$ cat config.mk
export PLATFORM = sky130hd
export DESIGN_NAME = spi_slave_ctrlr
export DESIGN_NICKNAME = d
export VERILOG_FILES = /design/src/rtl/spi_slave_ctrlr.sv
export SDC_FILE = /design/constraint.sdc
export NUM_CORES = 1
export LEC_CHECK = 0
export ABC_AREA = 0
export BUFFER_PORTS_ARGS = -buffer_cell sky130_fd_sc_hd__buf_2
export CORE_MARGIN = 3
export CORE_UTILIZATION = 56
export CTS_CLUSTER_SIZE = 10
export DETAILED_ROUTE_END_ITERATION = 8
export PLACE_DENSITY = 0.81
export SYNTH_ARGS = -nofsm -noshare
export SYNTH_HDL_FRONTEND = slang
export SYNTH_SLANG_ARGS = --single-unit
$ cat constraint.sdc
create_clock -name clk -period 2.5 [get_ports clk]
set_input_delay 0.125 -clock clk [delete_from_list [all_inputs] [get_ports clk]]
set_output_delay 0.125 -clock clk [all_outputs]
set_load 0.02 [all_outputs]
$ cat src/rtl/spi_slave_ctrlr.sv
// ---------------------------------------------------------------------------
// spi_slave_ctrlr
//  SPI responder. The clock, select and data pins are oversampled in the clk
//  domain through synchronisers. All four cpol/cpha modes are supported, and
//  words are shifted MSB first. Received words appear on dout with a one-cycle
//  done pulse. Transmit words come from a one-deep buffer that is filled
//  through a valid/ready handshake.
//
//  Ports
//   clk, rst       system clock (posedge), asynchronous active-low reset
//   cpol, cpha     SPI mode; latched when the responder is selected
//   sclk, ss_n     SPI clock and active-low select from the master (async)
//   mosi           serial data in (async)
//   miso, miso_oe  serial data out and pad output enable
//   din, tx_valid  transmit word and its valid strobe
//   tx_ready       TX buffer empty
//   dout, done     last received word and its completion pulse
//   tx_underrun    pulse: a word load found the TX buffer empty
//   ready          responder idle (not selected)
// ---------------------------------------------------------------------------
module spi_slave_ctrlr #(
  parameter int D_BITS      = 8,
  parameter int SYNC_STAGES = 2
) (
  input  logic              clk,
  input  logic              rst,
  input  logic              cpol,
  input  logic              cpha,
  input  logic              sclk,
  input  logic              ss_n,
  input  logic              mosi,
  output logic              miso,
  output logic              miso_oe,
  input  logic [D_BITS-1:0] din,
  input  logic              tx_valid,
  output logic              tx_ready,
  output logic [D_BITS-1:0] dout,
  output logic              done,
  output logic              tx_underrun,
  output logic              ready
);

  localparam int CNT_W = (D_BITS > 2) ? $clog2(D_BITS) : 1;
  localparam logic [CNT_W-1:0] LAST_BIT = CNT_W'(D_BITS - 1);

  typedef enum logic [0:0] {
    ST_IDLE   = 1'b0,
    ST_ACTIVE = 1'b1
  } state_e;

  // Registered state (_q) and next state (_d)
  logic [SYNC_STAGES-1:0] sclk_sync_q, sclk_sync_d;
  logic [SYNC_STAGES-1:0] ss_sync_q,   ss_sync_d;
  logic [SYNC_STAGES-1:0] mosi_sync_q, mosi_sync_d;
  logic                   sclk_prev_q, sclk_prev_d;
  logic                   ss_prev_q,   ss_prev_d;
  state_e                 state_q,     state_d;
  logic                   cpol_q,      cpol_d;
  logic                   cpha_q,      cpha_d;
  logic [D_BITS-1:0]      tx_sh_q,     tx_sh_d;
  logic [D_BITS-1:0]      rx_sh_q,     rx_sh_d;
  logic [D_BITS-1:0]      dout_q,      dout_d;
  logic [CNT_W-1:0]       bit_cnt_q,   bit_cnt_d;
  logic                   primed_q,    primed_d;
  logic                   pend_q,      pend_d;
  logic [D_BITS-1:0]      buf_q,       buf_d;
  logic                   buf_full_q,  buf_full_d;
  logic                   miso_q,      miso_d;
  logic                   miso_oe_q,   miso_oe_d;
  logic                   tx_ready_q,  tx_ready_d;
  logic                   done_q,      done_d;
  logic                   undr_q,      undr_d;
  logic                   ready_q,     ready_d;

  // Combinational helpers
  logic sclk_s, ss_s, mosi_s;
  logic rise_s, fall_s, lead_s, trail_s, sample_s, shift_s;
  logic ss_fall_s, ss_rise_s, load_s;

  // Synchronised pin values and edge decode from the latched mode
  always_comb begin
    sclk_s    = sclk_sync_q[SYNC_STAGES-1];
    ss_s      = ss_sync_q[SYNC_STAGES-1];
    mosi_s    = mosi_sync_q[SYNC_STAGES-1];
    rise_s    = sclk_s & ~sclk_prev_q;
    fall_s    = ~sclk_s & sclk_prev_q;
    lead_s    = cpol_q ? fall_s : rise_s;
    trail_s   = cpol_q ? rise_s : fall_s;
    sample_s  = cpha_q ? trail_s : lead_s;
    shift_s   = cpha_q ? lead_s : trail_s;
    ss_fall_s = ss_prev_q & ~ss_s;
    ss_rise_s = ~ss_prev_q & ss_s;
  end

  // Next-state computation for the FSM, shifters and TX buffer
  always_comb begin
    sclk_sync_d = {sclk_sync_q[SYNC_STAGES-2:0], sclk};
    ss_sync_d   = {ss_sync_q[SYNC_STAGES-2:0], ss_n};
    mosi_sync_d = {mosi_sync_q[SYNC_STAGES-2:0], mosi};
    sclk_prev_d = sclk_s;
    ss_prev_d   = ss_s;
    state_d     = state_q;
    cpol_d      = cpol_q;
    cpha_d      = cpha_q;
    tx_sh_d     = tx_sh_q;
    rx_sh_d     = rx_sh_q;
    dout_d      = dout_q;
    bit_cnt_d   = bit_cnt_q;
    primed_d    = primed_q;
    pend_d      = pend_q;
    buf_d       = buf_q;
    buf_full_d  = buf_full_q;
    done_d      = 1'b0;
    undr_d      = 1'b0;
    load_s      = 1'b0;

    case (state_q)
      ST_IDLE: begin
        if (ss_fall_s) begin
          cpol_d    = cpol;
          cpha_d    = cpha;
          bit_cnt_d = '0;
          primed_d  = 1'b0;
          pend_d    = 1'b0;
          load_s    = 1'b1;
          state_d   = ST_ACTIVE;
        end else begin
          state_d = ST_IDLE;
        end
      end
      ST_ACTIVE: begin
        if (ss_rise_s) begin
          // Deselect drops the partial word; the TX buffer is untouched.
          state_d   = ST_IDLE;
          bit_cnt_d = '0;
          pend_d    = 1'b0;
        end else begin
          if (sample_s) begin
            rx_sh_d = {rx_sh_q[D_BITS-2:0], mosi_s};
            if (bit_cnt_q == LAST_BIT) begin
              dout_d    = {rx_sh_q[D_BITS-2:0], mosi_s};
              done_d    = 1'b1;
              bit_cnt_d = '0;
              pend_d    = 1'b1;
            end else begin
              bit_cnt_d = bit_cnt_q + CNT_W'(1);
            end
          end else begin
            rx_sh_d = rx_sh_q;
          end
          if (shift_s) begin
            if (pend_q) begin
              load_s = 1'b1;
              pend_d = 1'b0;
            end else if (cpha_q && !primed_q) begin
              // First leading edge in cpha=1: MSB is already on miso.
              primed_d = 1'b1;
            end else begin
              tx_sh_d = {tx_sh_q[D_BITS-2:0], 1'b0};
            end
          end else begin
            primed_d = primed_q;
          end
        end
      end
      default: begin
        state_d = ST_IDLE;
      end
    endcase

    // A load takes the old buffer contents even if din is accepted this cycle.
    if (load_s) begin
      buf_full_d = 1'b0;
      if (buf_full_q) begin
        tx_sh_d = buf_q;
      end else begin
        tx_sh_d = '0;
        undr_d  = 1'b1;
      end
    end else begin
      undr_d = 1'b0;
    end

    if (tx_valid && tx_ready_q) begin
      buf_d      = din;
      buf_full_d = 1'b1;
    end else begin
      buf_d = buf_d;
    end

    // Outputs are registered from next state so they track the state exactly.
    miso_d     = (state_d == ST_ACTIVE) ? tx_sh_d[D_BITS-1] : 1'b0;
    miso_oe_d  = (state_d == ST_ACTIVE);
    ready_d    = (state_d == ST_IDLE);
    tx_ready_d = ~buf_full_d;
  end

  // State registers with asynchronous active-low reset
  always_ff @(posedge clk or negedge rst) begin
    if (!rst) begin
      sclk_sync_q <= '0;
      ss_sync_q   <= '1;
      mosi_sync_q <= '0;
      sclk_prev_q <= 1'b0;
      ss_prev_q   <= 1'b1;
      state_q     <= ST_IDLE;
      cpol_q      <= 1'b0;
      cpha_q      <= 1'b0;
      tx_sh_q     <= '0;
      rx_sh_q     <= '0;
      dout_q      <= '0;
      bit_cnt_q   <= '0;
      primed_q    <= 1'b0;
      pend_q      <= 1'b0;
      buf_q       <= '0;
      buf_full_q  <= 1'b0;
      miso_q      <= 1'b0;
      miso_oe_q   <= 1'b0;
      tx_ready_q  <= 1'b1;
      done_q      <= 1'b0;
      undr_q      <= 1'b0;
      ready_q     <= 1'b1;
    end else begin
      sclk_sync_q <= sclk_sync_d;
      ss_sync_q   <= ss_sync_d;
      mosi_sync_q <= mosi_sync_d;
      sclk_prev_q <= sclk_prev_d;
      ss_prev_q   <= ss_prev_d;
      state_q     <= state_d;
      cpol_q      <= cpol_d;
      cpha_q      <= cpha_d;
      tx_sh_q     <= tx_sh_d;
      rx_sh_q     <= rx_sh_d;
      dout_q      <= dout_d;
      bit_cnt_q   <= bit_cnt_d;
      primed_q    <= primed_d;
      pend_q      <= pend_d;
      buf_q       <= buf_d;
      buf_full_q  <= buf_full_d;
      miso_q      <= miso_d;
      miso_oe_q   <= miso_oe_d;
      tx_ready_q  <= tx_ready_d;
      done_q      <= done_d;
      undr_q      <= undr_d;
      ready_q     <= ready_d;
    end
  end

  assign miso        = miso_q;
  assign miso_oe     = miso_oe_q;
  assign tx_ready    = tx_ready_q;
  assign dout        = dout_q;
  assign done        = done_q;
  assign tx_underrun = undr_q;
  assign ready       = ready_q;

endmodule

=== Word-level counts from Yosys, hierarchy flattened ===
Index checks and enable logic that the tools add are counted.

* Add/sub/neg operators: 1
* Eq/ne operators: 10
* Bitwise operators: 12
* Muxes and demuxes: 44
* Reductions and logical operators: 11

{| class="wikitable"
|+ Operators with widths
! cell !! number
|-
| $mux W8 || 7
|-
| $mux W1 || 28
|-
| $mux W3 || 4
|-
| $reduce_and A5 Y1 || 2
|-
| $ne A2 B1 Y1 const B || 4
|-
| $ne A2 B2 Y1 const B || 4
|-
| $not A1 Y1 || 8
|-
| $pmux W1 S2 || 4
|-
| $pmux W3 S2 || 1
|-
| $and A1 B1 Y1 || 4
|-
| $reduce_and A2 Y1 || 2
|-
| $reduce_and A4 Y1 || 1
|-
| $reduce_bool A2 Y1 || 2
|-
| $add A3 B1 Y3 const B || 1
|-
| $eq A3 B3 Y1 const B || 1
|-
| $ne A3 B1 Y1 const B || 1
|-
| $reduce_and A3 Y1 || 1
|-
| $logic_and A1 B1 Y1 || 2
|-
| $logic_not A1 Y1 || 1
|}

* Input bits: 16
* Logic and storage cells: 100
* Register bits after elaboration: 53

=== Logic depth before layout (Yosys ltp) ===
Gate-level depths: netlist of the first run.

* Depth after elaboration: 10
* Mapped depth: 6
* Mapped depth without buffers: 5

=== Worst setup path after synthesis of the first run ===
OpenSTA, ideal clock, no wires.

* Path type: reg2reg
* Start: reg cpha_q
* End: reg dout_q[0] (netlist: dout[0])
* Arrival: 1.769 ns
* Required time: 2.375 ns
* Stages on the path, launching flop included: 7
* Library setup time: 0.125 ns
* Setup slack: 0.606 ns
* Cells stage by stage: dfrtp_1 xnor2_2 mux2i_1 and3_1 buf_6 nand2_8 mux2_4

* Word-level cells in the longest chain between the ends: 2

{| class="wikitable"
|+ Ends and longest elaborated chain
! element !! RTL line !! source
|-
| from (decl) || 59 || <nowiki>logic cpha_q, cpha_d;</nowiki>
|-
| from (signal assigned) || 231 || <nowiki>cpha_q <= cpha_d;</nowiki>
|-
| $mux W1 || 89 || <nowiki>sample_s = cpha_q ? trail_s : lead_s;</nowiki>
|-
| $reduce_and A4 Y1 (no source line) || -- ||
|-
| to (signal assigned) || 234 || <nowiki>dout_q <= dout_d;</nowiki>
|-
| to (decl) || 62 || <nowiki>logic [D_BITS-1:0] dout_q, dout_d;</nowiki>
|}

No other way between the ends.
A chain may end at the register's enable or synchronous reset.

=== Final worst setup path of the first run ===
* Start: reg cpha_q
* End: reg dout_q[5] (netlist: dout[5])

Same word-level chain as after synthesis.

==> out/qor.log, run 1 <==
[status] status completed
[drt] DRC violation count after routing 0
[sta] fraction of the cycle the final worst path needs 84.5%
[place] worst slack at placement 0.402 ns
[worst_setup_path] kind of end point of the critical path flip-flop
[finish] layout cells sized above 1 39.6%
[worst_setup_path] data arrival time at the worst-slack endpoint 2.30 ns
[sta] Hold Vio Cnt, Final 0
[clocking] number of sinks on the clock net 53
[pwr] Final Total Pwr 2.44 mW
[clocking] clock transition at the registers of the reported paths 0.09 ns
[drt] via density per instance 5.58
[worst_setup_path] Worst Path Max Fanout 10
[global_routing] global-route wire length before repair 7110 um
[finish] area grow syn2layout 17.1%
[place] routability cong. 0.886
[clocking] maximum buffer depth of the clock tree 2
[pwr] power density relative to cell area 925 nW/um^2
[clocking] CTS tree built
[worst_setup_path] length in cells of the worst reg-to-reg path 5
[clocking] number of buffers inserted for hold repair after clock tree synthesis 4
[logic_synthesis] EDFF count, synth 0
[clocking] post-cts repair resize count 0
[sta] Peak Freq 473 MHz
[floorplan] starting utilization of the core area 59.6%
[sta] Final Setup Violations 0
[floorplan] die height 69.3 um
[logic_synthesis] Seq cells post-synth 53
[finish] most frequent cells in the layout 48 x sky130_fd_sc_hd__dfrtp_1, 29 x sky130_fd_sc_hd__buf_2, 19 x sky130_fd_sc_hd__mux2_2
[flow_run] max-cap violation count 0
[worst_setup_path] endpoint required time on the critical path 2.69 ns
[floorplan] area of the core 3770 sq um
[drt] wire length on met3 130 um
[pwr] maximum vdd ir drop 625 uV
[logic_synthesis] main area contributors after synthesis sky130_fd_sc_hd__dfrtp_1 53%, sky130_fd_sc_hd__mux2_2 9.5%, sky130_fd_sc_hd__dfstp_2 5.8%, sky130_fd_sc_hd__mux2_4 5.3%, sky130_fd_sc_hd__a221o_1 2.7%
[worst_setup_path] path type of the worst setup path reg -> reg
[logic_synthesis] Unique masters post-synth 32
[worst_setup_path] startpoint types flip-flop
[global_routing] maximum number of pins on one net before global-route repair 42
[logic_synthesis] async set-reset flop share out of synthesis 100%
[worst_setup_path] cell at the slowest stage of the critical path sky130_fd_sc_hd__and3_1
[clocking] number of setup buffers added after CTS 0
[logic_synthesis] area fraction of the dominant cell type after synthesis 53.5%
[drt] vias 1,396
[logic_synthesis] gate count of the mapped netlist 160
[place] buffers added on ports 29
[hold_path] number of stages on the worst hold path 2
[sta] Sum Neg Setup Slack 0 ns
[logic_synthesis] post-synthesis cell type with the largest combined area sky130_fd_sc_hd__dfrtp_1
[drt] Antenna Nets Post-Route 0
[sta] time the worst path needs with I/O delays and setup 2.11 ns
[drt] routed length on met1 1680 um
[sta] actual transition at the worst max-transition pin 0.465 ns
[worst_setup_path] cells along the critical path xnor2_2 -> mux2i_1 -> and3_1 -> nand2_8 -> mux2_4
[sta] normalized max-slew margin 68.4%
[sta] unrepaired setup endpoints after global routing no
[clocking] total clock buffers created by CTS 5
[pwr] Static Leak 1.29 nW
[place] detailed placer's ending HPWL 3010 um
[floorplan] area of the die 4810 sq um
[sta] setup slack after layout 0.388 ns
[drt] DR pass1 iterations 4
[floorplan] Top Ports 30
[floorplan] total number of placement rows 22
[logic_synthesis] average footprint of a synthesized cell 14.0 sq um
[worst_setup_path] biggest cell delay along the critical path 0.52 ns
[logic_synthesis] combined area of all synthesized cells 2250 sq um
[logic_synthesis] Yosys warnings 0
[clocking] Skew-Pair Late Insertion Delay 0.30 ns
[sta] final max-slew violation count 0
[hold_path] type of the tightest min-delay check in -> reg
[global_routing] global route overflow 0
[global_routing] All-Layer GR Usage 18.6%
[drt] number of violations reported at the end of detailed-routing iteration 0 68
[global_routing] number of antenna violations at the first check in global routing 0
[drt] final routed wirelength across all metal layers 4030 um
[global_routing] number of global-route vias before repair 1,522
[logic_synthesis] part of the Yosys area used for sequential elements 59.3%
[logic_synthesis] dominant synthesized flop cell sky130_fd_sc_hd__dfrtp_1
[drt] Max Used Layer met4
[clocking] CTS H-tree depth 2
[drt] drt wl/cell 16.1 um
[clocking] cell at the root of the clock tree sky130_fd_sc_hd__clkbuf_8
[finish] leading cell type in the layout, fill and taps excluded sky130_fd_sc_hd__dfrtp_1
[logic_synthesis] Post-Synthesis Net Count 178
[finish] number of nets in the finished design 219
[drt] wire length on met2 2160 um
[finish] # diodes 0
[sta] Post-Route Skew 0.00795 ns
[floorplan] die width 69.3 um
synth_stat cells (3+ instances only):
| cell type | n |
|---|---|
| sky130_fd_sc_hd__a221o_1 | 6 |
| sky130_fd_sc_hd__nand3_1 | 4 |
| sky130_fd_sc_hd__inv_1 | 5 |
| sky130_fd_sc_hd__nor3b_1 | 6 |
| sky130_fd_sc_hd__nand2b_1 | 4 |
| sky130_fd_sc_hd__nor2_1 | 8 |
| sky130_fd_sc_hd__mux2_4 | 8 |
| sky130_fd_sc_hd__mux2i_1 | 3 |
| sky130_fd_sc_hd__mux2_2 | 19 |
| sky130_fd_sc_hd__dfrtp_1 | 48 |
| sky130_fd_sc_hd__nand2_1 | 9 |
| sky130_fd_sc_hd__o21ai_0 | 6 |
| sky130_fd_sc_hd__a211oi_1 | 4 |
| sky130_fd_sc_hd__a21oi_1 | 4 |
| sky130_fd_sc_hd__dfstp_2 | 5 |
power by group:
group	total, mW	leakage (nW)	internal (mW)	switching, mW
Sequential	1.24	0.663	1.09	0.150
Clock	0.665	0.0681	0.397	0.267
Combinational	0.530	0.556	0.289	0.241
sequential cells by signal, indices dropped and copies added (netlist names), 2 cells and up:
signal and cells:
bit_cnt_q 3, rx_sh_q 7, buf_q 8, dout 8, mosi_sync_q 2, tx_sh_q 8, sclk_sync_q 2, ss_sync_q 2
routing by layer:
| layer | GRT usage (%) | up-vias |
|---|---|---|
| li1 | - | 661 |
| met1 | 22.2 | 704 |
| met2 | 32.6 | 25 |
| met3 | 3.77 | 6 |
| met4 | 7.59 | 0 |
| met5 | 0 | - |
area by class of cell:
class	instances	area [sq um]
timing repair buffer	36	208
clock inverter	3	65.1
clock buffer	5	68.8
sequential	53	1330
inverter	5	18.8
multi-input combinational	100	880
tap	48	60.1
fill	271	1140
through the flow:
stage | util, % | std cells | hold slack, ns | area (sq um)
floorplan | - | 160 | -0.171 | 2250
global placement | 65.2 | 238 | 0.00811 | 2460
detailed placement | 65.2 | 238 | 0.0188 | 2460
CTS | 69.8 | 250 | 0.0473 | 2630
global route | 69.8 | 250 | 0.0489 | 2630
finish | 69.8 | 250 | 0.0527 | 2630
kinds of logic (layout without fill, tap and decap cells):
logic type / after synthesis / after routing / synth area share, %
simple gates: 39 / 39 / 10.2
compound gates: 27 / 27 / 10.3
flops: 53 / 53 / 59.3
buf+inv: 7 / 49 / 1.56
xor+xnor: 1 / 1 / 0.724
fa+ha+maj: 2 / 2 / 1.11
mux: 31 / 31 / 16.8
path summary, 6_finish.rpt:
path | start | end | slack (ns)
min in group asynchronous | rst | dout[4] | 0.22
worst min register to register | sclk_sync_q[0] | sclk_sync_q[1] | 0.36
worst max register to register | cpha_q | dout[5] | 0.39
worst min-delay path | din[4] | buf_q[4] | 0.05
worst max-delay path | cpha_q | dout[5] | 0.39
max in group asynchronous | rst | ss_sync_q[0] | 1.48
worst max-delay path: cells and delay by family (launching register included):
family | cells | cell delay (ns)
flops | 1 | 0.44
xor+xnor | 1 | 0.21
mux | 2 | 0.67
simple gates | 2 | 0.67
(Power assumes the default switching activity.)
==> run 2, diff against run 1 <==
==> constraint.sdc (replaced) <==
create_clock -name clk -period 2.02 [get_ports clk]
set_input_delay 0.101 -clock clk [delete_from_list [all_inputs] [get_ports clk]]
set_output_delay 0.101 -clock clk [all_outputs]
set_load 0.02 [all_outputs]
==> out/qor.log, run 2 (synthesis results as in run 1) <==
[status] status completed [unchanged]
[sta] time the worst path needs with I/O delays and setup 1.94 ns [was 2.11 ns]
[sta] fraction of the cycle the final worst path needs 96.1% [was 84.5%]
[finish] most frequent cells in the layout 48 x sky130_fd_sc_hd__dfrtp_1, 29 x sky130_fd_sc_hd__buf_2, 19 x sky130_fd_sc_hd__mux2_2 [unchanged]
[hold_path] type of the tightest min-delay check in -> reg [unchanged]
[global_routing] number of antenna violations at the first check in global routing 0 [unchanged]
[worst_setup_path] kind of end point of the critical path flip-flop [unchanged]
[drt] via density per instance 5.52 [was 5.58]
[pwr] power density relative to cell area 1070 nW/um^2 [was 925 nW/um^2]
[sta] final max-slew violation count 0 [unchanged]
[sta] actual transition at the worst max-transition pin 0.560 ns [was 0.465 ns]
[worst_setup_path] endpoint of the worst setup timing path tx_sh_q[5] [was dout[5]]
[sta] Peak Freq 515 MHz [was 473 MHz]
[global_routing] All-Layer GR Usage 18.6% [about the same]
[drt] vias 1,403 [was 1,396]
[worst_setup_path] cell at the slowest stage of the critical path sky130_fd_sc_hd__dfrtp_1 [was sky130_fd_sc_hd__and3_1]
[global_routing] number of global-route vias before repair 1,525 [was 1,522]
[clocking] Skew-Pair Late Insertion Delay 0.31 ns [was 0.30 ns]
[floorplan] area of the core 3770 sq um [unchanged]
[worst_setup_path] Critical Path Source cpol_q [was cpha_q]
[drt] DR pass1 iterations 4 [unchanged]
[worst_setup_path] endpoint required time on the critical path 2.21 ns [was 2.69 ns]
[worst_setup_path] biggest cell delay along the critical path 0.43 ns [was 0.52 ns]
[drt] DRC violation count after routing 0 [unchanged]
[place] worst slack at placement 0.0693 ns [was 0.402 ns]
[floorplan] area of the die 4810 sq um [unchanged]
[clocking] CTS H-tree depth 2 [unchanged]
[finish] number of filler instances in the final layout 270 [was 271]
[worst_setup_path] startpoint types flip-flop [unchanged]
[drt] drt wl/cell 15.9 um [was 16.1 um]
[sta] setup slack after layout 0.0783 ns [was 0.388 ns]
[drt] final routed wirelength across all metal layers 4030 um [about the same]
[worst_setup_path] cell class contributing the biggest share of worst-path delay compound AO/OA/AOI/OAI gates [was simple AND/OR/NAND/NOR gates]
[worst_setup_path] cells along the critical path xnor2_2 -> mux2_2 -> a31oi_4 -> a21boi_2 -> a221o_1 [was xnor2_2 -> mux2i_1 -> and3_1 -> nand2_8 -> mux2_4]
[worst_setup_path] CP Buf/Inv Count 0 [unchanged]
[clocking] CTS tree built [unchanged]
[clocking] maximum buffer depth of the clock tree 2 [unchanged]
[place] detailed placer's ending HPWL 3040 um [was 3010 um]
[worst_setup_path] cell count along the critical path 5 [unchanged]
[floorplan] starting utilization of the core area 59.6% [unchanged]
[sta] Post-Route Skew 0.00833 ns [was 0.00795 ns]
[place] buffers added on ports 29 [unchanged]
[place] routability cong. 0.876 [was 0.886]
[clocking] number of sinks on the clock net 53 [unchanged]
[global_routing] global-route wire length before repair 7070 um [was 7110 um]
[worst_setup_path] data arrival time at the worst-slack endpoint 2.13 ns [was 2.30 ns]
[pwr] maximum vdd ir drop 795 uV [was 625 uV]
[floorplan] die height 69.3 um [unchanged]
[finish] layout cells sized above 1 40.8% [was 39.6%]
[floorplan] Top Ports 30 [unchanged]
[finish] area grow syn2layout 17.3% [was 17.1%]
[drt] Antenna Nets Post-Route 0 [unchanged]
[flow_run] max-cap violation count 0 [unchanged]
[place] Placed Instance Area 2500 sq um [was 2460 sq um]
[clocking] clock transition at the registers of the reported paths 0.09 ns [about the same]
[hold_path] number of stages on the worst hold path 2 [unchanged]
[finish] # diodes 0 [unchanged]
[sta] Hold Vio Cnt, Final 0 [unchanged]
[clocking] post-cts repair resize count 0 [unchanged]
[finish] leading cell type in the layout, fill and taps excluded sky130_fd_sc_hd__dfrtp_1 [unchanged]
[drt] number of violations reported at the end of detailed-routing iteration 0 66 [was 68]
[floorplan] total number of placement rows 22 [unchanged]
[worst_setup_path] Critical R2R Launch cpol_q [was cpha_q]
[finish] number of nets in the finished design 223 [was 219]
[worst_setup_path] path type of the worst setup path reg -> reg [unchanged]
[worst_setup_path] worst reg2reg endpoint tx_sh_q[5] [was dout[5]]
[worst_setup_path] Worst R2R Setup Slack 0.08 ns [was 0.39 ns]
[pwr] Static Leak 1.29 nW [about the same]
[global_routing] global route overflow 0 [unchanged]
[clocking] cell at the root of the clock tree sky130_fd_sc_hd__clkbuf_8 [unchanged]
[sta] normalized max-slew margin 62.2% [was 68.4%]
[floorplan] die width 69.3 um [unchanged]
[global_routing] maximum number of pins on one net before global-route repair 24 [was 42]
[finish] post-route cell area 2640 sq um [was 2630 sq um]
[worst_setup_path] Worst Path Max Fanout 7 [was 10]
[worst_setup_path] length in cells of the worst reg-to-reg path 5 [unchanged]
[sta] Final Setup Violations 0 [unchanged]
[clocking] total clock buffers created by CTS 5 [unchanged]
[sta] unrepaired setup endpoints after global routing yes [was no]
==> run 2: stage by stage <==
stage	util, %	hold slack (ns)	power [mW]	setup TNS (ns)	cells
finish	69.9	0.0224	2.82	0	254
floorplan	-	-0.195	2.00	0	160
global placement	66.3	0.0836	2.16	0	242
global route	69.9	0.0249	2.99	-0.0101	254
detailed placement	66.3	0.0986	2.23	0	242
CTS	69.9	0.0159	2.84	0	254
==> run 2: worst min-delay path by stage <==
stage	start	to	slack, ns
global placement	rst	bit_cnt_q[1]	0.08
finish	din[4]	buf_q[4]	0.02
CTS	din[4]	buf_q[4]	0.02
floorplan	rst	bit_cnt_q[0]	-0.19
global route	din[6]	buf_q[6]	0.02
detailed placement	rst	bit_cnt_q[0]	0.1
==> run 2: final cells by class <==
cell class                      instances  area, sq um  share of cell area, %
Inverter                                5         18.8                  0.712
Tap cell                               48         60.1                   2.28
Clock buffer                            5         68.8                   2.61
Sequential cell                        53         1330                   50.5
Clock inverter                          3         26.3                  0.997
Multi-Input combinational cell        100          880                   33.4
Timing Repair Buffer                   40          250                   9.49
==> run 2: power by group <==
part	switching, mW	leakage, nW	internal (mW)
clock	0.361	0.0423	0.252
sequential	0.181	0.663	1.35
combinational	0.302	0.580	0.373
total	0.844	1.29	1.98
==> run 2: metal layers <==
metal  share of wire [%]  global-route usage [%]  routed length (um)
met1                  42                    23.3                1690
met2                  52                    31.9                2120
met3                 4.2                    3.62                 171
met4                 1.4                    6.72                  55
met5                   0                       0                   0
==> run 2: what timing repair did <==
action,4_1_cts,5_1_grt
endpoints found under the setup margin,0,3
endpoints found under the hold margin,20,0
setup buffers,0,0
hold buffers,4,0
